File: config.mk
export PLATFORM = sky130hd
export DESIGN_NAME = add_header_post_flat
export DESIGN_NICKNAME = d
export VERILOG_FILES = /design/src/rtl/add_header_post_if.sv /design/src/rtl/add_header_post.sv /design/src/flat_wrapper.sv
export SDC_FILE = /design/constraint.sdc
export NUM_CORES = 1
export LEC_CHECK = 0
export BUFFER_PORTS_ARGS = -buffer_cell sky130_fd_sc_hd__buf_4
export CAP_MARGIN = 20
export CELL_PAD_IN_SITES_DETAIL_PLACEMENT = 0
export CELL_PAD_IN_SITES_GLOBAL_PLACEMENT = 2
export CORE_MARGIN = 1
export CORE_UTILIZATION = 19
export CTS_CLUSTER_DIAMETER = 40
export DETAILED_ROUTE_END_ITERATION = 8
export GPL_TIMING_DRIVEN = 0
export PLACE_DENSITY = 0.95
export SLEW_MARGIN = 30
export SYNTH_ARGS = -nofsm -noshare
export SYNTH_HDL_FRONTEND = slang
export SYNTH_SLANG_ARGS = --single-unit
File: constraint.sdc
create_clock -name clk -period 2.94 [get_ports clk]
set_clock_uncertainty 0.05 [all_clocks]
set_input_delay 0.588 -clock clk [delete_from_list [all_inputs] [get_ports clk]]
set_output_delay 0.588 -clock clk [all_outputs]
set_load 0.02 [all_outputs]
File: src/rtl/add_header_post_if.sv
// Stream bundle for add_header_post: data in, packet-length in, framed data out, status.
// slave = the header-insert block, master = the upstream/downstream environment.
interface add_header_post_if #(
    parameter int DW = 128
);
    logic [DW-1:0]   axis_in_tdata;
    logic [DW/8-1:0] axis_in_tkeep;
    logic            axis_in_tlast;
    logic            axis_in_tvalid;
    logic            axis_in_tready;

    logic [15:0]     axis_plen_tdata;
    logic            axis_plen_tvalid;
    logic            axis_plen_tready;

    logic [DW-1:0]   axis_out_tdata;
    logic [DW/8-1:0] axis_out_tkeep;
    logic            axis_out_tlast;
    logic            axis_out_tvalid;
    logic            axis_out_tready;

    logic            length_error;

    modport slave (
        input  axis_in_tdata, axis_in_tkeep, axis_in_tlast, axis_in_tvalid,
        output axis_in_tready,
        input  axis_plen_tdata, axis_plen_tvalid,
        output axis_plen_tready,
        output axis_out_tdata, axis_out_tkeep, axis_out_tlast, axis_out_tvalid,
        input  axis_out_tready,
        output length_error
    );

    modport master (
        output axis_in_tdata, axis_in_tkeep, axis_in_tlast, axis_in_tvalid,
        input  axis_in_tready,
        output axis_plen_tdata, axis_plen_tvalid,
        input  axis_plen_tready,
        input  axis_out_tdata, axis_out_tkeep, axis_out_tlast, axis_out_tvalid,
        output axis_out_tready,
        input  length_error
    );
endinterface

File: src/rtl/add_header_post.sv
// Prefixes each packet with one header beat {seq_num, MAGIC, plen}; data beats pass through.
// Optional byte-count check of data against plen: define ADD_HEADER_POST_LENGTH_CHECK_EN.
module add_header_post #(
    parameter int          DW    = 128,   // must match the interface DW
    parameter logic [15:0] MAGIC = 16'hA55A
) (
    input  logic             clk,
    input  logic             reset,
    add_header_post_if.slave io
);
    localparam logic [1:0] S_IDLE   = 2'd0;
    localparam logic [1:0] S_HEADER = 2'd1;
    localparam logic [1:0] S_DATA   = 2'd2;

    logic [1:0]  state_q, state_d;
    logic [15:0] plen_q, plen_d;
    logic [31:0] seq_q, seq_d;
    logic [DW-1:0] hdr;
    logic        beat_acc;

    always_comb begin
        hdr        = '0;
        hdr[15:0]  = plen_q;
        hdr[31:16] = MAGIC;
        hdr[63:32] = seq_q;
    end

    // Reset gates every handshake output so nothing is accepted or offered in the reset cycle.
    always_comb begin
        state_d             = state_q;
        plen_d              = plen_q;
        seq_d               = seq_q;
        io.axis_plen_tready = 1'b0;
        io.axis_in_tready   = 1'b0;
        io.axis_out_tvalid  = 1'b0;
        io.axis_out_tdata   = hdr;
        io.axis_out_tkeep   = '1;
        io.axis_out_tlast   = 1'b0;
        beat_acc            = 1'b0;
        case (state_q)
            S_IDLE: begin
                io.axis_plen_tready = !reset;
                if (io.axis_plen_tvalid) begin
                    plen_d  = io.axis_plen_tdata;
                    state_d = S_HEADER;
                end
            end
            S_HEADER: begin
                io.axis_out_tvalid = !reset;
                if (io.axis_out_tready) begin
                    seq_d   = seq_q + 32'd1;
                    state_d = S_DATA;
                end
            end
            S_DATA: begin
                io.axis_out_tdata  = io.axis_in_tdata;
                io.axis_out_tkeep  = io.axis_in_tkeep;
                io.axis_out_tlast  = io.axis_in_tlast;
                io.axis_out_tvalid = io.axis_in_tvalid && !reset;
                io.axis_in_tready  = io.axis_out_tready && !reset;
                beat_acc           = io.axis_in_tvalid && io.axis_out_tready;
                if (beat_acc && io.axis_in_tlast) state_d = S_IDLE;
            end
            default: state_d = S_IDLE;
        endcase
    end

    always_ff @(posedge clk) begin
        if (reset) begin
            state_q <= S_IDLE;
            plen_q  <= '0;
            seq_q   <= '0;
        end else begin
            state_q <= state_d;
            plen_q  <= plen_d;
            seq_q   <= seq_d;
        end
    end

`ifdef ADD_HEADER_POST_LENGTH_CHECK_EN
    logic [15:0] cnt_q, cnt_d, cnt_sum;
    logic        err_q, err_d;

    function automatic logic [15:0] popcnt(input logic [DW/8-1:0] k);
        popcnt = '0;
        for (int i = 0; i < DW/8; i++) popcnt = popcnt + 16'(k[i]);
    endfunction

    always_comb begin
        cnt_d   = cnt_q;
        err_d   = err_q;
        cnt_sum = cnt_q + popcnt(io.axis_in_tkeep);
        if (state_q == S_HEADER) cnt_d = '0;
        if (beat_acc) begin
            cnt_d = cnt_sum;
            if (io.axis_in_tlast && cnt_sum != plen_q) err_d = 1'b1;
        end
    end

    always_ff @(posedge clk) begin
        if (reset) begin
            cnt_q <= '0;
            err_q <= 1'b0;
        end else begin
            cnt_q <= cnt_d;
            err_q <= err_d;
        end
    end

    assign io.length_error = err_q;
`else
    assign io.length_error = 1'b0;
`endif
endmodule

File: src/flat_wrapper.sv
// flat-port wrapper written by rule: the top's interface ports become plain ports
module add_header_post_flat 
#(
    parameter int          DW    = 128,                                 
    parameter logic [15:0] MAGIC = 16'hA55A
)
  (clk, reset, io_axis_in_tdata, io_axis_in_tkeep, io_axis_in_tlast, io_axis_in_tvalid, io_axis_in_tready, io_axis_plen_tdata, io_axis_plen_tvalid, io_axis_plen_tready, io_axis_out_tdata, io_axis_out_tkeep, io_axis_out_tlast, io_axis_out_tvalid, io_axis_out_tready, io_length_error);
  add_header_post_if #(.DW(DW)) io_i ();
  input  logic clk;
  input  logic reset;
  input wire logic [$bits(io_i.axis_in_tdata)-1:0] io_axis_in_tdata;
  input wire logic [$bits(io_i.axis_in_tkeep)-1:0] io_axis_in_tkeep;
  input wire logic [$bits(io_i.axis_in_tlast)-1:0] io_axis_in_tlast;
  input wire logic [$bits(io_i.axis_in_tvalid)-1:0] io_axis_in_tvalid;
  output wire logic [$bits(io_i.axis_in_tready)-1:0] io_axis_in_tready;
  input wire logic [$bits(io_i.axis_plen_tdata)-1:0] io_axis_plen_tdata;
  input wire logic [$bits(io_i.axis_plen_tvalid)-1:0] io_axis_plen_tvalid;
  output wire logic [$bits(io_i.axis_plen_tready)-1:0] io_axis_plen_tready;
  output wire logic [$bits(io_i.axis_out_tdata)-1:0] io_axis_out_tdata;
  output wire logic [$bits(io_i.axis_out_tkeep)-1:0] io_axis_out_tkeep;
  output wire logic [$bits(io_i.axis_out_tlast)-1:0] io_axis_out_tlast;
  output wire logic [$bits(io_i.axis_out_tvalid)-1:0] io_axis_out_tvalid;
  input wire logic [$bits(io_i.axis_out_tready)-1:0] io_axis_out_tready;
  output wire logic [$bits(io_i.length_error)-1:0] io_length_error;
  assign io_i.axis_in_tdata = io_axis_in_tdata;
  assign io_i.axis_in_tkeep = io_axis_in_tkeep;
  assign io_i.axis_in_tlast = io_axis_in_tlast;
  assign io_i.axis_in_tvalid = io_axis_in_tvalid;
  assign io_axis_in_tready = io_i.axis_in_tready;
  assign io_i.axis_plen_tdata = io_axis_plen_tdata;
  assign io_i.axis_plen_tvalid = io_axis_plen_tvalid;
  assign io_axis_plen_tready = io_i.axis_plen_tready;
  assign io_axis_out_tdata = io_i.axis_out_tdata;
  assign io_axis_out_tkeep = io_i.axis_out_tkeep;
  assign io_axis_out_tlast = io_i.axis_out_tlast;
  assign io_axis_out_tvalid = io_i.axis_out_tvalid;
  assign io_i.axis_out_tready = io_axis_out_tready;
  assign io_length_error = io_i.length_error;
  add_header_post #(.DW(DW), .MAGIC(MAGIC)) u_core (.clk(clk), .reset(reset), .io(io_i));
endmodule
==> results.md, run 1 <==
- Root Driver: clkbuf_16
- Final Critical Period: 2.75 ns
- Share of cells above drive strength 1: 0.491
- Outcome: finished, final reports clean
- P_int: 1870 uW
- First-pass GRT wire length: 25600 um
- Logic gate share of total power: 0.542
- Worst Slack Setup Final: 0.192 ns
- Number of synthesized flops with an enable pin: 0
- Synthesis-to-layout area growth: 80.8%
- WL/cell: 19.1 um
- Post-synth top flop: dfxtp_1
- Grt total ovfl: 0
- Max Fclk: 0.364 GHz
- Crit path max fanout: 10
- Pwr/cell area: 495 nW/um^2
- Detailed Route WL: 19000 um
- Setup Total Neg Slack: 0 ns
- Critical Path RT: 2.30 ns
- CP top delay family: buffers and inverters
- Async S/R FF share, synth: 0
- H-tree levels: 2
- Period utilisation layout: 0.935
- Post-CTS sizing: 4
- Via count: 4336
- Top cells by area, synth: dfxtp_1 29%, mux2_2 14%, and2_1 14%, a21oi_1 5.8%, nand2_1 5.7%
- Critical Path Source Type: register
- CP peak stage delay: 0.38 ns
- Port bufs: 312
- Crit path top cell by count: clkbuf_2
- Worst min path class: register to register
- Sw Pwr: 1230 uW
- Seq/Total Area, Yosys: 0.288
- Post-DP HPWL: 16200 um
- Initial core utilization: 0.194
- Post-layout util: 0.350
- CTS Buf Count: 5
- Most frequent cell after synthesis: and2_1
- FP Rows: 49
- Max-cap violations: 0
- Multi-input gate area: 2290 um^2
- Residual DRC: 0
- CTS tree: built
- Critical Path End Type: output pin
- Crit path cell chain: inv_1 > ha_1 > clkbuf_2 > clkbuf_2 > mux2_2 > buf_4
- Syn_area_per_cell: 7.78 um^2
- Worst skew pair latency: 0.29 ns
- GRT Total Usage: 0.190
- Post-synth cell types: 34
- Post-Syn Instances: 446
- # setup viols final: 0
- Starting DRT DRC Count: 155
- Antenna viol nets, final: 0
- Core ar.: 17900 um^2
- CTS Buffer Depth: 2
- Final Max Slew Viols: 0
- Clock share of power: 0.214
- Top post-synthesis cells by count: 75 x and2_1, 53 x nand2_1, 50 x dfxtp_1
- YS warnings: 0
- Lkg Pwr: 0.00289 uW
- Drt first pass iters: 5
- NumNets Final: 937
- Filler cell count: 1988
- Peak supply drop: 0.000249 V
- Yosys top cell area share: 0.288
- FF+latch area: 1000 um^2
- Die height: 137 um
- Post-CTS setup buffer count: 0
- Slowest-stage cell, CP: mux2_2
- Mapped Nets: 618
- Worst setup path category: register to output pin
- Max_slew headroom: 0.610
- Vias in the first global route: 3907
- CTS clk-pin slew, worst paths: 0.07 ns
- Data arrival, critical path: 2.11 ns
- Sequential Power Share: 0.244
- Placed instance area: 6100 um^2
- Setup Slack @ Placement: 0.0775 ns
- Worst-margin pin slew: 0.585 ns
- Antenna violations before repair: 4
- Switching power share of the total: 0.397
- Die width: 137 um
- Unrepaired setup endpoints after global routing: false
- Finished Cell Area: 6270 um^2
- Cell taking the most area after synthesis: dfxtp_1
- Via-to-Cell Ratio: 4.35
- WP buf/inv: 4
- Clock sinks: 50
- Mapped Area: 3470 um^2
- Hold Vio Cnt, Final: 0
- Yosys reg bits: 50
- Die ar.: 18800 um^2
- GP Congestion: 0.785
- IO Pins: 315
- Cts hold-fix bufs: 0
- Pin count of the biggest net entering global routing: 16
-- tightest hold or removal path, delay by kind of cell, from the launching register on --
kind,cells,cell delay (ns)
AND/OR/NAND/NOR,1,0.05
flip-flops,1,0.31
AO/OA/AOI/OAI,1,0.05
-- state kept, by name (all words and copies together) (netlist names) --
| name | cells |
|---|---|
| u_core.seq_q | 32 |
| u_core.plen_q | 16 |
| u_core.state_q | 2 |
-- power by group through the flow --
| stage | Clock, uW | Sequential, uW | Combinational (uW) |
|---|---|---|---|
| floorplan | 0 | 762 | 901 |
| global placement | 0 | 773 | 1690 |
| detailed placement | 0 | 774 | 1690 |
| CTS | 680 | 758 | 1710 |
| global route | 699 | 763 | 1810 |
| finish | 665 | 759 | 1680 |
-- worst paths after layout --
| path | from | to | slack (ns) | depth (start not counted) |
|---|---|---|---|---|
| worst max register to register | u_core.state_q[1] | u_core.seq_q[20] | 0.48 | 8 |
| worst min-delay path | u_core.plen_q[0] | u_core.plen_q[0] | 0.40 | 2 |
| worst max-delay path | u_core.state_q[0] | io_axis_out_tdata[32] | 0.19 | 6 |
| worst min register to register | u_core.plen_q[0] | u_core.plen_q[0] | 0.40 | 2 |
-- cell families (layout without fill, tap and decap cells) --
logic type               after synthesis  in the layout  synth area share
XOR/XNOR                               9              9            0.0227
multiplexers                          43             43             0.140
buffers and inverters                 41            361            0.0519
adder cells (fa/ha/maj)                6              6            0.0216
other                                  1              2           0.00108
AND/OR/NAND/NOR                      225            225             0.366
AO/OA/AOI/OAI                         71             71             0.109
flip-flops                            50             50             0.288
-- through the flow --
stage	hold WS [ns]	total power, uW	std cells
finish	0.404	3110	996
global route	0.427	3280	996
CTS	0.408	3140	995
detailed placement	0.398	2470	987
global placement	0.393	2470	987
floorplan	0.384	1660	446
-- cell type report --
class,count,share of cell area
tap,229,0.0457
antenna,1,0.000399
buffer,32,0.0243
timing repair buffer,312,0.373
inverter,9,0.00539
clock inverter,3,0.00638
clock buffer,5,0.0199
multi-input combinational,355,0.365
sequential,50,0.160
-- per-layer routing --
layer | routed length [um] | global-route usage
met3 | 1730 | 0.0578
met1 | 7570 | 0.224
met2 | 9200 | 0.327
met4 | 444 | 0.0604
met5 | 47 | 0
-- cells in the final DEF, fill, tap and decap left out, drive strengths merged --
| cell type | instances |
|---|---|
| o21ai | 22 |
| nand2b | 25 |
| xnor2 | 4 |
| conb | 1 |
| nor3 | 3 |
| dfxtp | 50 |
| or4b | 1 |
| and3 | 1 |
| and2 | 75 |
| or2 | 1 |
| clkbuf | 29 |
| a21oi | 40 |
| mux2 | 43 |
| o31ai | 8 |
| or4 | 10 |
| o21a | 1 |
| nand4 | 7 |
| xor2 | 5 |
| or3 | 12 |
| nor2 | 13 |
| buf | 320 |
| ha | 6 |
| inv | 9 |
| nor4 | 1 |
| nand4bb | 1 |
| nor2b | 4 |
| diode | 1 |
| nand2 | 53 |
| nor3b | 1 |
| bufinv | 1 |
| nand3 | 13 |
| clkinv | 2 |
| and4 | 4 |
Note: power is estimated with default switching activity, not from simulation.
==> run 2: changes to the inputs <==
--- a/config.mk
+++ b/config.mk
@@ -6,14 +6,12 @@
 export NUM_CORES = 1
 export LEC_CHECK = 0
 export BUFFER_PORTS_ARGS = -buffer_cell sky130_fd_sc_hd__buf_4
-export CAP_MARGIN = 20
 export CELL_PAD_IN_SITES_DETAIL_PLACEMENT = 0
 export CELL_PAD_IN_SITES_GLOBAL_PLACEMENT = 2
 export CORE_MARGIN = 1
 export CORE_UTILIZATION = 19
 export CTS_CLUSTER_DIAMETER = 40
 export DETAILED_ROUTE_END_ITERATION = 8
-export GPL_TIMING_DRIVEN = 0
 export PLACE_DENSITY = 0.95
 export SLEW_MARGIN = 30
 export SYNTH_ARGS = -nofsm -noshare
==> run 2 against run 1 <==
Compared with the run above:
- hold slack better by 0.0018 ns
- first-iteration DRC count fell by 17%
- global-route usage shrank 0.76 points
- design area fell by 1.1%
- non-clock buffer count shrank 22
- combinational power barely moved
- sequential power about the same
==> results.md, run 2 (synthesis gave the netlist of run 1 again) <==
- Grt total ovfl: 0
- Internal reg-to-reg setup slack: 0.64 ns
- Antenna diodes: 0
- CTS clk-pin slew, worst paths: 0.07 ns
- Final Critical Period: 2.75 ns
- Critical Path Source Type: register
- GP Congestion: 0.747
- CTS tree: built
- Period utilisation layout: 0.936
- NumNets Final: 915
- FP Rows: 49
- Worst Slack Setup Final: 0.189 ns
- Multi-input gate area: 2300 um^2
- Crit path max fanout: 42
- Worst Min Path Start: u_core.plen_q[1]
- Antenna violations before repair: 2
- Setup Total Neg Slack: 0 ns
- Max Fclk: 0.364 GHz
- Worst setup path category: register to output pin
- Max-cap violations: 0
- Worst skew pair latency: 0.29 ns
- Setup Slack @ Placement: 0.459 ns
- Die ar.: 18800 um^2
- Via-to-Cell Ratio: 4.35
- End of the worst register-to-register path: u_core.seq_q[28]
- Post-CTS sizing: 0
- Worst hold path cell count: 2
- Worst min path class: register to register
- FF+latch area: 1000 um^2
- Post-DP HPWL: 15400 um
- Biggest register: u_core.seq_q
- Max FFs per register: 32
- Worst-margin pin slew: 0.610 ns
- Clock sinks: 50
- Pwr/cell area: 496 nW/um^2
- Pin count of the biggest net entering global routing: 43
- Critical Path RT: 2.30 ns
- Residual DRC: 0
- H-tree levels: 2
- Regs by FF count: u_core.seq_q x32, u_core.plen_q x16, u_core.state_q x2
- Initial core utilization: 0.194
- Vias in the first global route: 3836
- Peak supply drop: 0.000224 V
- Core ar.: 17900 um^2
- Die height: 137 um
- Finished Cell Area: 6210 um^2
- Data arrival, critical path: 2.11 ns
- Commonest non-fill, non-tap cell in the layout: buf_4
- Starting DRT DRC Count: 129
- Unrepaired setup endpoints after global routing: false
- Worst Reg-to-Reg Cells: 7
- Final Max Slew Viols: 0
- CTS Buffer Depth: 2
- Post-CTS setup buffer count: 0
- Filler cell count: 1965
- Lkg Pwr: 0.00286 uW
- GRT Total Usage: 0.182
- Worst Hold Path EP: u_core.plen_q[1]
- Cts hold-fix bufs: 0
- Synthesis-to-layout area growth: 78.9%
- Reg2Reg Launch Point: u_core.state_q[1]
- Hold Vio Cnt, Final: 0
- IO Pins: 315
- Critical Path End Type: output pin
- Share of cells above drive strength 1: 0.507
- Detailed Route WL: 18300 um
- Most frequent cells in the layout: 322 x buf_4, 75 x and2_1, 53 x nand2_1
- Outcome: finished, final reports clean
- CTS Buf Count: 5
- First-pass GRT wire length: 24900 um
- Port bufs: 313
- # setup viols final: 0
- WL/cell: 18.8 um
- Via count: 4234
- Placed instance area: 6040 um^2
- Max_slew headroom: 0.593
- Drt first pass iters: 4
- Root Driver: clkbuf_16
- Antenna viol nets, final: 0
- Die width: 137 um
run 2: cell count changes in the layout (fill, tap and decap cells not counted), sizes merged:
cell      delta
clkinv       -2
buf          +2
clkbuf      -23
diode        -1
clkinvlp     +1
run 2: routing by layer:
layer  up-vias  routed length [um]  global-route usage
met4         4                 113              0.0305
met3        11                1320              0.0370
met5         -                  27                   0
met2       168                9280               0.326
li1       2103                   -                   -
met1      1948                7590               0.226
run 2: report_power, final:
part / internal [uW] / total (uW) / switching (uW)
combinational: 755 / 1660 / 901
sequential: 726 / 760 / 34.7
clock: 402 / 660 / 258
total: 1880 / 3080 / 1190
run 2: layout make-up:
class,instances,area share
Clock inverter,2,0.00605
Timing Repair Buffer,322,0.390
Inverter,9,0.00544
Sequential cell,50,0.161
Tap cell,229,0.0462
Clock buffer,6,0.0208
Multi-Input combinational cell,355,0.371
run 2: per-stage QoR:
| step | total power [uW] | std cells | util | hold WS (ns) |
|---|---|---|---|---|
| 6_report | 3080 | 973 | 0.347 | 0.406 |
| 5_1_grt | 3240 | 973 | 0.347 | 0.429 |
| 4_1_cts | 3120 | 973 | 0.347 | 0.407 |
| 3_5_place_dp | 2450 | 965 | 0.337 | 0.397 |
| 3_3_place_gp | 2450 | 965 | 0.337 | 0.390 |
| 2_1_floorplan | 1660 | 446 | - | 0.384 |
run 2: worst max path at each step:
| stage | start | endpoint | slack [ns] | depth (start not counted) |
|---|---|---|---|---|
| detailed placement | u_core.state_q[0] | io_axis_out_tdata[34] | 0.46 | 5 |
| floorplan | u_core.state_q[0] | io_axis_out_tvalid | 0.49 | 6 |
| CTS | u_core.state_q[0] | io_axis_out_tdata[34] | 0.14 | 5 |
| finish | u_core.state_q[0] | io_axis_out_tdata[10] | 0.19 | 5 |
| global route | u_core.state_q[0] | io_axis_out_tdata[4] | 0.04 | 5 |
| global placement | u_core.state_q[0] | io_axis_out_tdata[33] | 0.49 | 5 |
run 2: worst max-delay path, cell delays in order, from the launching register on:
cell and delay, ns:
dfxtp_1 0.33, inv_1 0.14, ha_4 0.47, buf_4 0.34, mux2_2 0.37, buf_4 0.16
